$ cat src/rtl/regfile_write_arbiter.sv
// Register-file write-port arbiter: the pipeline writeback has priority over
// queued long-unit results, and a starvation counter forces those results to drain.
module regfile_write_arbiter #(
  parameter int unsigned DATA_WIDTH   = 32,
  parameter int unsigned ADDR_WIDTH   = 5,
  parameter int unsigned FIFO_DEPTH   = 2,
  parameter int unsigned STARVE_LIMIT = 4
) (
  input  logic                       clk,
  input  logic                       rst_n,
  input  logic                       i_reg_write_w,
  input  logic [ADDR_WIDTH-1:0]      i_write_reg_w,
  input  logic [DATA_WIDTH-1:0]      i_result_w,
  input  logic                       i_long_valid,
  input  logic [ADDR_WIDTH-1:0]      i_long_reg,
  input  logic [DATA_WIDTH-1:0]      i_long_data,
  output logic                       o_long_ready,
  output logic                       o_stall_wb,
  output logic                       o_rf_we_c,
  output logic [ADDR_WIDTH-1:0]      o_rf_wa_c,
  output logic [DATA_WIDTH-1:0]      o_rf_wd_c,
  output logic [2**ADDR_WIDTH-1:0]   o_pending_mask
);

  localparam int unsigned PTR_W = (FIFO_DEPTH > 1) ? $clog2(FIFO_DEPTH) : 1;
  localparam int unsigned CNT_W = $clog2(STARVE_LIMIT) + 1;
  localparam int unsigned NREG  = 2**ADDR_WIDTH;

  typedef enum logic [1:0] {
    ST_IDLE  = 2'd0,
    ST_WAIT  = 2'd1,
    ST_FORCE = 2'd2
  } state_t;

  state_t                  r_state;
  logic [CNT_W-1:0]        r_cnt;
  logic [PTR_W:0]          r_wr_ptr;
  logic [PTR_W:0]          r_rd_ptr;
  logic [FIFO_DEPTH-1:0]   r_vld;
  logic [ADDR_WIDTH-1:0]   r_mem_reg  [FIFO_DEPTH];
  logic [DATA_WIDTH-1:0]   r_mem_data [FIFO_DEPTH];
  logic                    r_stall;
  logic                    r_long_ready;
  logic [NREG-1:0]         r_pending;

  logic [PTR_W-1:0]        w_rd_idx;
  logic [PTR_W-1:0]        w_wr_idx;
  logic                    w_empty;
  logic                    w_pipe_eff;
  logic                    w_push;
  logic                    w_pop;
  logic [ADDR_WIDTH-1:0]   w_head_reg;
  logic [DATA_WIDTH-1:0]   w_head_data;
  logic                    w_we;
  logic [ADDR_WIDTH-1:0]   w_wa;
  logic [DATA_WIDTH-1:0]   w_wd;
  logic [PTR_W:0]          w_wr_ptr_n;
  logic [PTR_W:0]          w_rd_ptr_n;
  logic                    w_full_n;
  logic                    w_empty_n;
  logic [FIFO_DEPTH-1:0]   w_vld_n;
  logic [NREG-1:0]         w_pending_n;

  assign w_rd_idx    = r_rd_ptr[PTR_W-1:0];
  assign w_wr_idx    = r_wr_ptr[PTR_W-1:0];
  assign w_empty     = (r_wr_ptr == r_rd_ptr);
  assign w_pipe_eff  = i_reg_write_w && (i_write_reg_w != '0);
  assign w_push      = i_long_valid && r_long_ready;
  assign w_head_reg  = r_mem_reg[w_rd_idx];
  assign w_head_data = r_mem_data[w_rd_idx];

  // Write-port grant: forced drain, then pipeline, then idle-cycle drain.
  always_comb begin
    w_pop = 1'b0;
    w_we  = 1'b0;
    w_wa  = '0;
    w_wd  = '0;
    if (!w_empty && (r_stall || !w_pipe_eff)) begin
      w_pop = 1'b1;
      if (w_head_reg != '0) begin
        w_we = 1'b1;
        w_wa = w_head_reg;
        w_wd = w_head_data;
      end
    end else if (w_pipe_eff && !r_stall) begin
      w_we = 1'b1;
      w_wa = i_write_reg_w;
      w_wd = i_result_w;
    end
  end

  // Zero-latency write port, forced quiet while reset is asserted.
  assign o_rf_we_c = rst_n && w_we;
  assign o_rf_wa_c = rst_n ? w_wa : '0;
  assign o_rf_wd_c = rst_n ? w_wd : '0;

  // Next FIFO occupancy, slot validity and pending-register mask.
  always_comb begin
    w_wr_ptr_n = r_wr_ptr + (PTR_W+1)'(w_push);
    w_rd_ptr_n = r_rd_ptr + (PTR_W+1)'(w_pop);
    w_full_n   = (w_wr_ptr_n[PTR_W] != w_rd_ptr_n[PTR_W]) &&
                 (w_wr_ptr_n[PTR_W-1:0] == w_rd_ptr_n[PTR_W-1:0]);
    w_empty_n  = (w_wr_ptr_n == w_rd_ptr_n);
    w_vld_n    = r_vld;
    if (w_pop)  w_vld_n[w_rd_idx] = 1'b0;
    if (w_push) w_vld_n[w_wr_idx] = 1'b1;
    w_pending_n = '0;
    for (int unsigned i = 0; i < FIFO_DEPTH; i++) begin
      if (w_vld_n[i]) begin
        if (w_push && (PTR_W'(i) == w_wr_idx)) w_pending_n[i_long_reg]   = 1'b1;
        else                                   w_pending_n[r_mem_reg[i]] = 1'b1;
      end
    end
  end

  // Queue storage; contents are only meaningful under the valid bits.
  always_ff @(posedge clk) begin
    if (w_push) begin
      r_mem_reg[w_wr_idx]  <= i_long_reg;
      r_mem_data[w_wr_idx] <= i_long_data;
    end
  end

  // Pointers, registered status outputs and the starvation FSM.
  always_ff @(posedge clk or negedge rst_n) begin
    if (!rst_n) begin
      r_state      <= ST_IDLE;
      r_cnt        <= '0;
      r_wr_ptr     <= '0;
      r_rd_ptr     <= '0;
      r_vld        <= '0;
      r_stall      <= 1'b0;
      r_long_ready <= 1'b1;
      r_pending    <= '0;
    end else begin
      r_wr_ptr     <= w_wr_ptr_n;
      r_rd_ptr     <= w_rd_ptr_n;
      r_vld        <= w_vld_n;
      r_long_ready <= !w_full_n;
      r_pending    <= w_pending_n;
      case (r_state)
        ST_IDLE: begin
          if (w_push) begin
            r_state <= ST_WAIT;
            r_cnt   <= '0;
          end
        end
        ST_WAIT: begin
          if (w_pop) begin
            r_cnt <= '0;
            if (w_empty_n) r_state <= ST_IDLE;
          end else if (r_cnt == CNT_W'(STARVE_LIMIT - 1)) begin
            r_state <= ST_FORCE;
            r_stall <= 1'b1;
          end else begin
            r_cnt <= r_cnt + CNT_W'(1);
          end
        end
        ST_FORCE: begin
          // Drained once the read pointer catches the pre-push write pointer.
          if (w_rd_ptr_n == r_wr_ptr) begin
            r_stall <= 1'b0;
            r_cnt   <= '0;
            r_state <= w_push ? ST_WAIT : ST_IDLE;
          end
        end
        default: begin
          r_state <= ST_IDLE;
          r_stall <= 1'b0;
          r_cnt   <= '0;
        end
      endcase
    end
  end

  assign o_long_ready   = r_long_ready;
  assign o_stall_wb     = r_stall;
  assign o_pending_mask = r_pending;

endmodule

$ cat config.mk
export PLATFORM = sky130hd
export DESIGN_NAME = regfile_write_arbiter
export DESIGN_NICKNAME = d
export VERILOG_FILES = /design/src/rtl/regfile_write_arbiter.sv
export SDC_FILE = /design/constraint.sdc
export NUM_CORES = 1
export LEC_CHECK = 0
export ABC_AREA = 0
export ABC_CLOCK_PERIOD_IN_PS = 7300
export BUFFER_PORTS_ARGS = -buffer_cell sky130_fd_sc_hd__buf_4
export CAP_MARGIN = 20
export CORE_MARGIN = 5
export CORE_UTILIZATION = 57
export DETAILED_ROUTE_END_ITERATION = 8
export PLACE_DENSITY_LB_ADDON = 0.08
export SETUP_SLACK_MARGIN = 0.3
export SYNTH_ARGS = -nofsm -noshare
export SYNTH_HDL_FRONTEND = slang
export SYNTH_SLANG_ARGS = --single-unit
$ cat constraint.sdc
create_clock -name clk -period 7.3 [get_ports clk]
set_clock_uncertainty 0.2 [all_clocks]
set_input_delay 1.825 -clock clk [delete_from_list [all_inputs] [get_ports clk]]
set_output_delay 1.825 -clock clk [all_outputs]
set_load 0.05 [all_outputs]
==> impl_results.md, run 1 <==
- CTS resizes: 0
- Die W: 109 um
- Worst reg2reg endpoint: o_pending_mask[12]$_DFF_PN0_
- Synth area leaders: edfxtp_1 (39%), dfrtp_1 (20%), a22oi_1 (9.1%), mux2i_1 (6.2%), o22ai_1 (3.8%)
- Worst Hold End: r_cnt[0]$_DFFE_PN0P_
- First-pass iteration count of the detailed router: 8
- Die Y: 109 um
- Gate Count Post-Synth: 470
- Seq/Total Area, Yosys: 59.5%
- Final cell count without fillers: 768
- Worst EP required: 5.28 ns
- Area leader, netlist: edfxtp_1
- Worst path bufs/invs: 3
- Layout cells sized above 1: 33.2%
- Net Count, Synth: 552
- Max reg flops: 64
- Worst Path Arrival: 3.99 ns
- Io pins: 150
- First-pass GRT wire length: 23.0 mm
- WS Path Type: in -> out
- Mean area per synthesized cell: 12.0 um2
- Fill count: 639
- Yosys warns: 0
- Netlist cell types: 44
- Final instance area: 7450 um2
- Cell area after synthesis: 5630 um2
- Largest family of logic cells by synthesized area: compound AO/OA/AOI/OAI gates
- Hold buffers post-CTS: 0
- Post-Synth XOR/XNOR Area: 1.22%
- Clk buf depth: 2
- Clk slew on worst S/H paths: 0.06 ns
- Global route overflow: 0
- Unrepaired setup endpoints after global routing: no
- Nets: 704
- RR Startpoint: o_long_ready$_DFF_PN1_
- Total wire length: 15.0 mm
- H-tree depth: 4
- Slew @ Worst Pin: 1.27 ns
- P per Cell Area: 415 nW/um2
- Clock root buffer: clkbuf_8
- Global Route Usage Sum: 25.1%
- Synth Area in Adders: 0.889%
- WL per Instance: 19.5 um
- CORE AREA: 9680 um2
- Min-Delay Path Class: reg -> reg
- Vias in the first global route: 4610
- Antenna diodes: 0
- Crit-path max FO: 32
- Min-delay src: r_cnt[0]$_DFFE_PN0P_
- Slowest stage cell, crit path: or4_4
- 1st-iter DRT viols: 422
- Most frequent cell after synthesis: edfxtp_1
- R2R cell count: 7
- Max frequency: 166 MHz
- Sequential cell area: 3350 um2
- Worst path cell trace: buf_4, or4_4, o21ai_4, and2_1, nand3_1, buf_4, o21ai_0, buf_4
- CTS tree: built
- Most used DFF post-synth: edfxtp_1
- Static Leakage: 3.06 nW
- ANT nets after route: 0
- Max-Cap Viols: 0
- Post-Synth Simple-Gate Area: 10.3%
- Num rows: 36
- Critical path origin: i_write_reg_w[3]
- Max incr delay on CP: 0.54 ns
- Largest net degree at the start of global routing: 49
- Vias per inst: 6.02
- Worst-skew pair later-pin latency: 0.53 ns
- Rel. slew slack: 15.4%
- Crit path max-delay family: simple AND/OR/NAND/NOR gates
- Worst vdd ir: 0.325 mV
- Post-synthesis compound-gate area fraction: 17.7%
- Initial Utilization: 58.1%
- Final-report hold violation count: 0
- Post-detail-place hpwl: 9.67 mm
- Async SR Flop Fraction: 37.8%
- R2R setup slack: 3.96 ns
- Die area: 12000 um2
- Worst Hold Depth: 1
- Area occupied by multi-input gates: 2100 um2
- Initial antenna violation count: 0
- Synthesized flop and latch total: 119
- CP most frequent cell: buf_4
- CP startpoint kind: input pin
- # port buffers: 149
- Mux cell area share after synthesis: 7.03%
- Inst Count DP: 732
- Final worst path period need: 6.01 ns
- Max-slew violations: 0
- Setup_tns: 0 ns
- Commonest cells post-synth: edfxtp_1 (74), a22oi_1 (68), nand2_1 (50)
- Area Overhead vs Synth: 32.4%
- Status: finished, final reports clean
- Crit. End Element: output port
- Cts bufs inserted: 17
- GPL Wtd Cong: 0.932
- DRC violations left: 0
- EDFF count, synth: 74
- Area post-placement: 6850 um2
- # Post-CTS Setup Buffers: 0
- Sink Count: 119
- Vias: 4627
- Final setup vio count: 0
- Crit share post-route: 82.4%
- Top-area cell type share of the netlist area: 39.5%
-- routing by layer --
metal | wire [um] | global-route usage [%] | vias to the layer above
met2 | 7220 | 39.9 | 318
met1 | 5700 | 31.7 | 2145
li1 | - | - | 2122
met5 | 0 | 0 | -
met4 | 363 | 10.5 | 0
met3 | 1680 | 8.04 | 42
-- where the power goes --
part / internal [W] / leakage, nW / switching, W
clock network: 0.000486 / 0.267 / 0.000307
logic: 0.000420 / 1.51 / 0.000937
registers: 0.000874 / 1.29 / 0.0000678
total: 0.00178 / 3.06 / 0.00131
-- final cells by class --
cell class | count | area share, %
Clock buffer | 18 | 5.61
Clock inverter | 14 | 2.05
Inverter | 11 | 0.554
Timing Repair Buffer | 163 | 16.3
Multi-Input combinational cell | 310 | 28.2
Tap cell | 133 | 2.23
Sequential cell | 119 | 45.0
-- stage by stage --
stage               hold WS, ns  util (%)  power [W]  setup WS (ns)
detailed placement        0.279      70.8    0.00228           1.32
global placement          0.269      70.5    0.00224           1.44
finish                    0.284      76.9    0.00309           1.29
floorplan                 0.257         -    0.00191           1.12
CTS                       0.286      76.7    0.00309           1.30
global route              0.304      76.9    0.00322           1.16
-- cells in the final DEF (no fill, tap or decap), types with 2 or more instances in the layout --
cell and n:
a22oi_2 2, a22oi_1 68, o21ai_1 2, o21ai_0 33, nand3b_1 2, o22ai_1 34, ha_1 2, nor3_1 7
clkinv_2 2, clkinvlp_4 4, inv_1 9, nor3b_1 15, xor2_1 2, edfxtp_1 74, mux2_2 4, nor2_1 14
mux2i_1 35, clkbuf_2 2, bufinv_16 2, nand2_1 50, ha_2 2, xnor2_1 4, buf_4 159, and3b_1 6
dfrtp_1 43, clkinv_4 5, inv_2 2, nand3_1 3, and2_1 3, clkbuf_16 16, and3_1 5
-- worst max path at each step --
stage                     slack (ns)             to  depth (start not counted)
final                           1.29   o_rf_wd_c[0]                          8
after CTS                       1.30   o_rf_wd_c[0]                          8
after global placement          1.44  o_rf_wd_c[18]                          8
after detailed placement        1.32   o_rf_wd_c[0]                          8
after global routing            1.16  o_rf_wd_c[24]                          8
after floorplan                 1.12  o_rf_wd_c[21]                          6
-- logic make-up (layout without fill, tap and decap cells) --
| kind of cell | after synthesis | count (layout) |
|---|---|---|
| flops | 119 | 119 |
| xor+xnor | 7 | 7 |
| mux | 39 | 39 |
| buf+inv | 41 | 206 |
| fa+ha+maj | 4 | 4 |
| simple gates | 113 | 113 |
| compound gates | 147 | 147 |
No activity file was read; power rests on OpenSTA's default activity.
==> inputs of run 2 (changes only) <==
Settings changed: ABC_CLOCK_PERIOD_IN_PS 7300 to 6100, CORE_UTILIZATION 57 to 53.
Clock period 7.3 ns to 6.1 ns, I/O delays scaled along.
==> impl_results.md, run 2 (synthesized netlist as in run 1, its figures left out) <==
- Initial Utilization: 54.5% (was 58.1%)
- First-pass GRT wire length: 22.9 mm (was 23.0 mm)
- Rel. slew slack: 17.9% (was 15.4%)
- WL per Instance: 18.8 um (was 19.5 um)
- RR Startpoint: o_long_ready$_DFF_PN1_ (unchanged)
- Initial antenna violation count: 0 (unchanged)
- Setup_tns: 0 ns (unchanged)
- Unrepaired setup endpoints after global routing: no (unchanged)
- CORE AREA: 10300 um2 (was 9680 um2)
- Post-detail-place hpwl: 9.80 mm (was 9.67 mm)
- Layout cells sized above 1: 33.4% (was 33.2%)
- Final-report hold violation count: 0 (unchanged)
- Min-Delay Path Class: reg -> reg (unchanged)
- First-pass iteration count of the detailed router: 6 (was 8)
- Crit-path max FO: 32 (unchanged)
- Worst vdd ir: 0.289 mV (was 0.325 mV)
- Io pins: 150 (unchanged)
- Crit. End Element: output port (unchanged)
- Worst path bufs/invs: 3 (unchanged)
- Max frequency: 185 MHz
- Slew @ Worst Pin: 1.22 ns (was 1.27 ns)
- Global route overflow: 0 (unchanged)
- Largest net degree at the start of global routing: 48 (was 49)
- Max reg flops: 64 (unchanged)
- Cts bufs inserted: 17 (unchanged)
- Antenna diodes: 0 (unchanged)
- Clk slew on worst S/H paths: 0.06 ns (about the same)
- WS Path Type: in -> out (unchanged)
- Num rows: 37 (was 36)
- Vias per inst: 5.92 (was 6.02)
- 1st-iter DRT viols: 355 (was 422)
- GPL Wtd Cong: 0.883 (was 0.932)
- Max incr delay on CP: 0.53 ns (was 0.54 ns)
- Most common cell after layout, fill and taps aside: buf_4 (unchanged)
- Total wire length: 14.5 mm (was 15.0 mm)
- CTS tree: built (unchanged)
- Hold buffers post-CTS: 0 (unchanged)
- Inst Count DP: 736 (was 732)
- Max-Cap Viols: 0 (unchanged)
- Final setup vio count: 0 (unchanged)
- Static Leakage: 3.10 nW (was 3.06 nW)
- DRC violations left: 0 (unchanged)
- Vias in the first global route: 4492 (was 4610)
- Worst path depth: 8 (unchanged)
- H-tree depth: 4 (unchanged)
- Sequential cell area: 3350 um2 (unchanged)
- Nets: 705 (was 704)
- Die Y: 113 um (was 109 um)
- Worst Path Arrival: 3.68 ns (was 3.99 ns)
- Fill count: 718 (was 639)
- Clock root buffer: clkbuf_8 (unchanged)
- Die W: 113 um (was 109 um)
- Min-delay src: r_cnt[0]$_DFFE_PN0P_ (unchanged)
- Final worst path period need: 5.40 ns
- Final cell count without fillers: 771 (was 768)
- Max-slew violations: 0 (unchanged)
- Worst EP required: 4.38 ns (was 5.28 ns)
- Sink Count: 119 (unchanged)
- CP startpoint kind: input pin (unchanged)
- Tot Pwr: 0.00376 W (was 0.00309 W)
- Status: finished, final reports clean (unchanged)
- Die area: 12800 um2 (was 12000 um2)
- Vias: 4562 (was 4627)
- Area Overhead vs Synth: 33.3% (was 32.4%)
- Crit share post-route: 88.6%
- Most frequent cells in the layout: buf_4 (156), edfxtp_1 (74), a22oi_1 (68) (was buf_4 (159), edfxtp_1 (74), a22oi_1 (68))
- Critical path origin: i_write_reg_w[3] (unchanged)
- Slowest stage cell, crit path: or4_4 (unchanged)
- # Post-CTS Setup Buffers: 0 (unchanged)
- Crit path max-delay family: simple AND/OR/NAND/NOR gates (unchanged)
- ANT nets after route: 0 (unchanged)
- R2R cell count: 7 (unchanged)
- CP most frequent cell: buf_4 (unchanged)
- Clk buf depth: 2 (unchanged)
- Global Route Usage Sum: 22.7% (was 25.1%)
- CTS resizes: 0 (unchanged)
- Worst Hold Depth: 1 (unchanged)
- Worst-skew pair later-pin latency: 0.51 ns (was 0.53 ns)
- Worst path cell trace: buf_4, or4_4, o21ai_4, and2_1, nand3_1, buf_4, o21ai_0, buf_4 (unchanged)
- Area occupied by multi-input gates: 2100 um2 (unchanged)
- P per Cell Area: 501 nW/um2 (was 415 nW/um2)
- # port buffers: 149 (unchanged)
-- run 2: changes by cell type in the layout (fill, tap and decap cells not counted), moves of 2 or more --
cell / change
clkinvlp_4: -3
bufinv_16: +2
buf_2: +4
buf_4: -3
inv_6: +2
-- run 2: final timing paths --
kind / end / slack [ns]
setup / recovery: o_rf_wd_c[17] / 0.70
hold / removal: r_cnt[0]$_DFFE_PN0P_ / 0.30
setup reg to reg: o_pending_mask[12]$_DFF_PN0_ / 2.70
hold reg to reg: r_cnt[0]$_DFFE_PN0P_ / 0.30
max in group asynchronous: r_rd_ptr[0]$_DFF_PN0_ / 4.40
min in group asynchronous: o_stall_wb$_DFFE_PN0P_ / 0.89
-- run 2: power by group --
| group | internal (W) | total [W] | switching (W) | leakage [nW] |
|---|---|---|---|---|
| clock | 0.000665 | 0.00103 | 0.000365 | 0.299 |
| sequential | 0.00105 | 0.00116 | 0.000112 | 1.29 |
| combinational | 0.000508 | 0.00157 | 0.00106 | 1.52 |
| total | 0.00222 | 0.00376 | 0.00154 | 3.10 |
-- run 2: cell type report --
type | instances | share of cell area, %
clock buffer | 17 | 5.52
inverter | 11 | 0.550
timing repair buffer | 164 | 16.3
multi-input combinational | 310 | 28.0
tap | 136 | 2.27
clock inverter | 14 | 2.65
sequential | 119 | 44.7
-- run 2: worst register-to-register path: stages (launching register included) --
cell	delay (ns)
dfstp_2	0.53
nand2_1	0.06
inv_1	0.19
ha_2	0.27
buf_4	0.49
nor3b_1	1.06
a22oi_1	0.28
o22ai_1	0.23
-- run 2: metal layers --
metal	up-vias	track usage, %	share of wire, %
met5	-	0	0
met4	0	7.93	2.2
met3	35	6.84	9.9
met2	256	35.7	48
met1	2153	30.0	40
li1	2118	-	-
-- run 2: metrics by stage --
| stage | cell area (um2) | hold slack, ns | utilization (%) | worst slack [ns] |
|---|---|---|---|---|
| after global placement | 6840 | 0.266 | 66.2 | 0.813 |
| after floorplan | 5630 | 0.257 | - | 0.523 |
| after detailed placement | 6860 | 0.296 | 66.4 | 0.719 |
| after CTS | 7470 | 0.304 | 72.3 | 0.697 |
| final | 7500 | 0.299 | 72.7 | 0.697 |
| after global routing | 7500 | 0.330 | 72.7 | 0.557 |
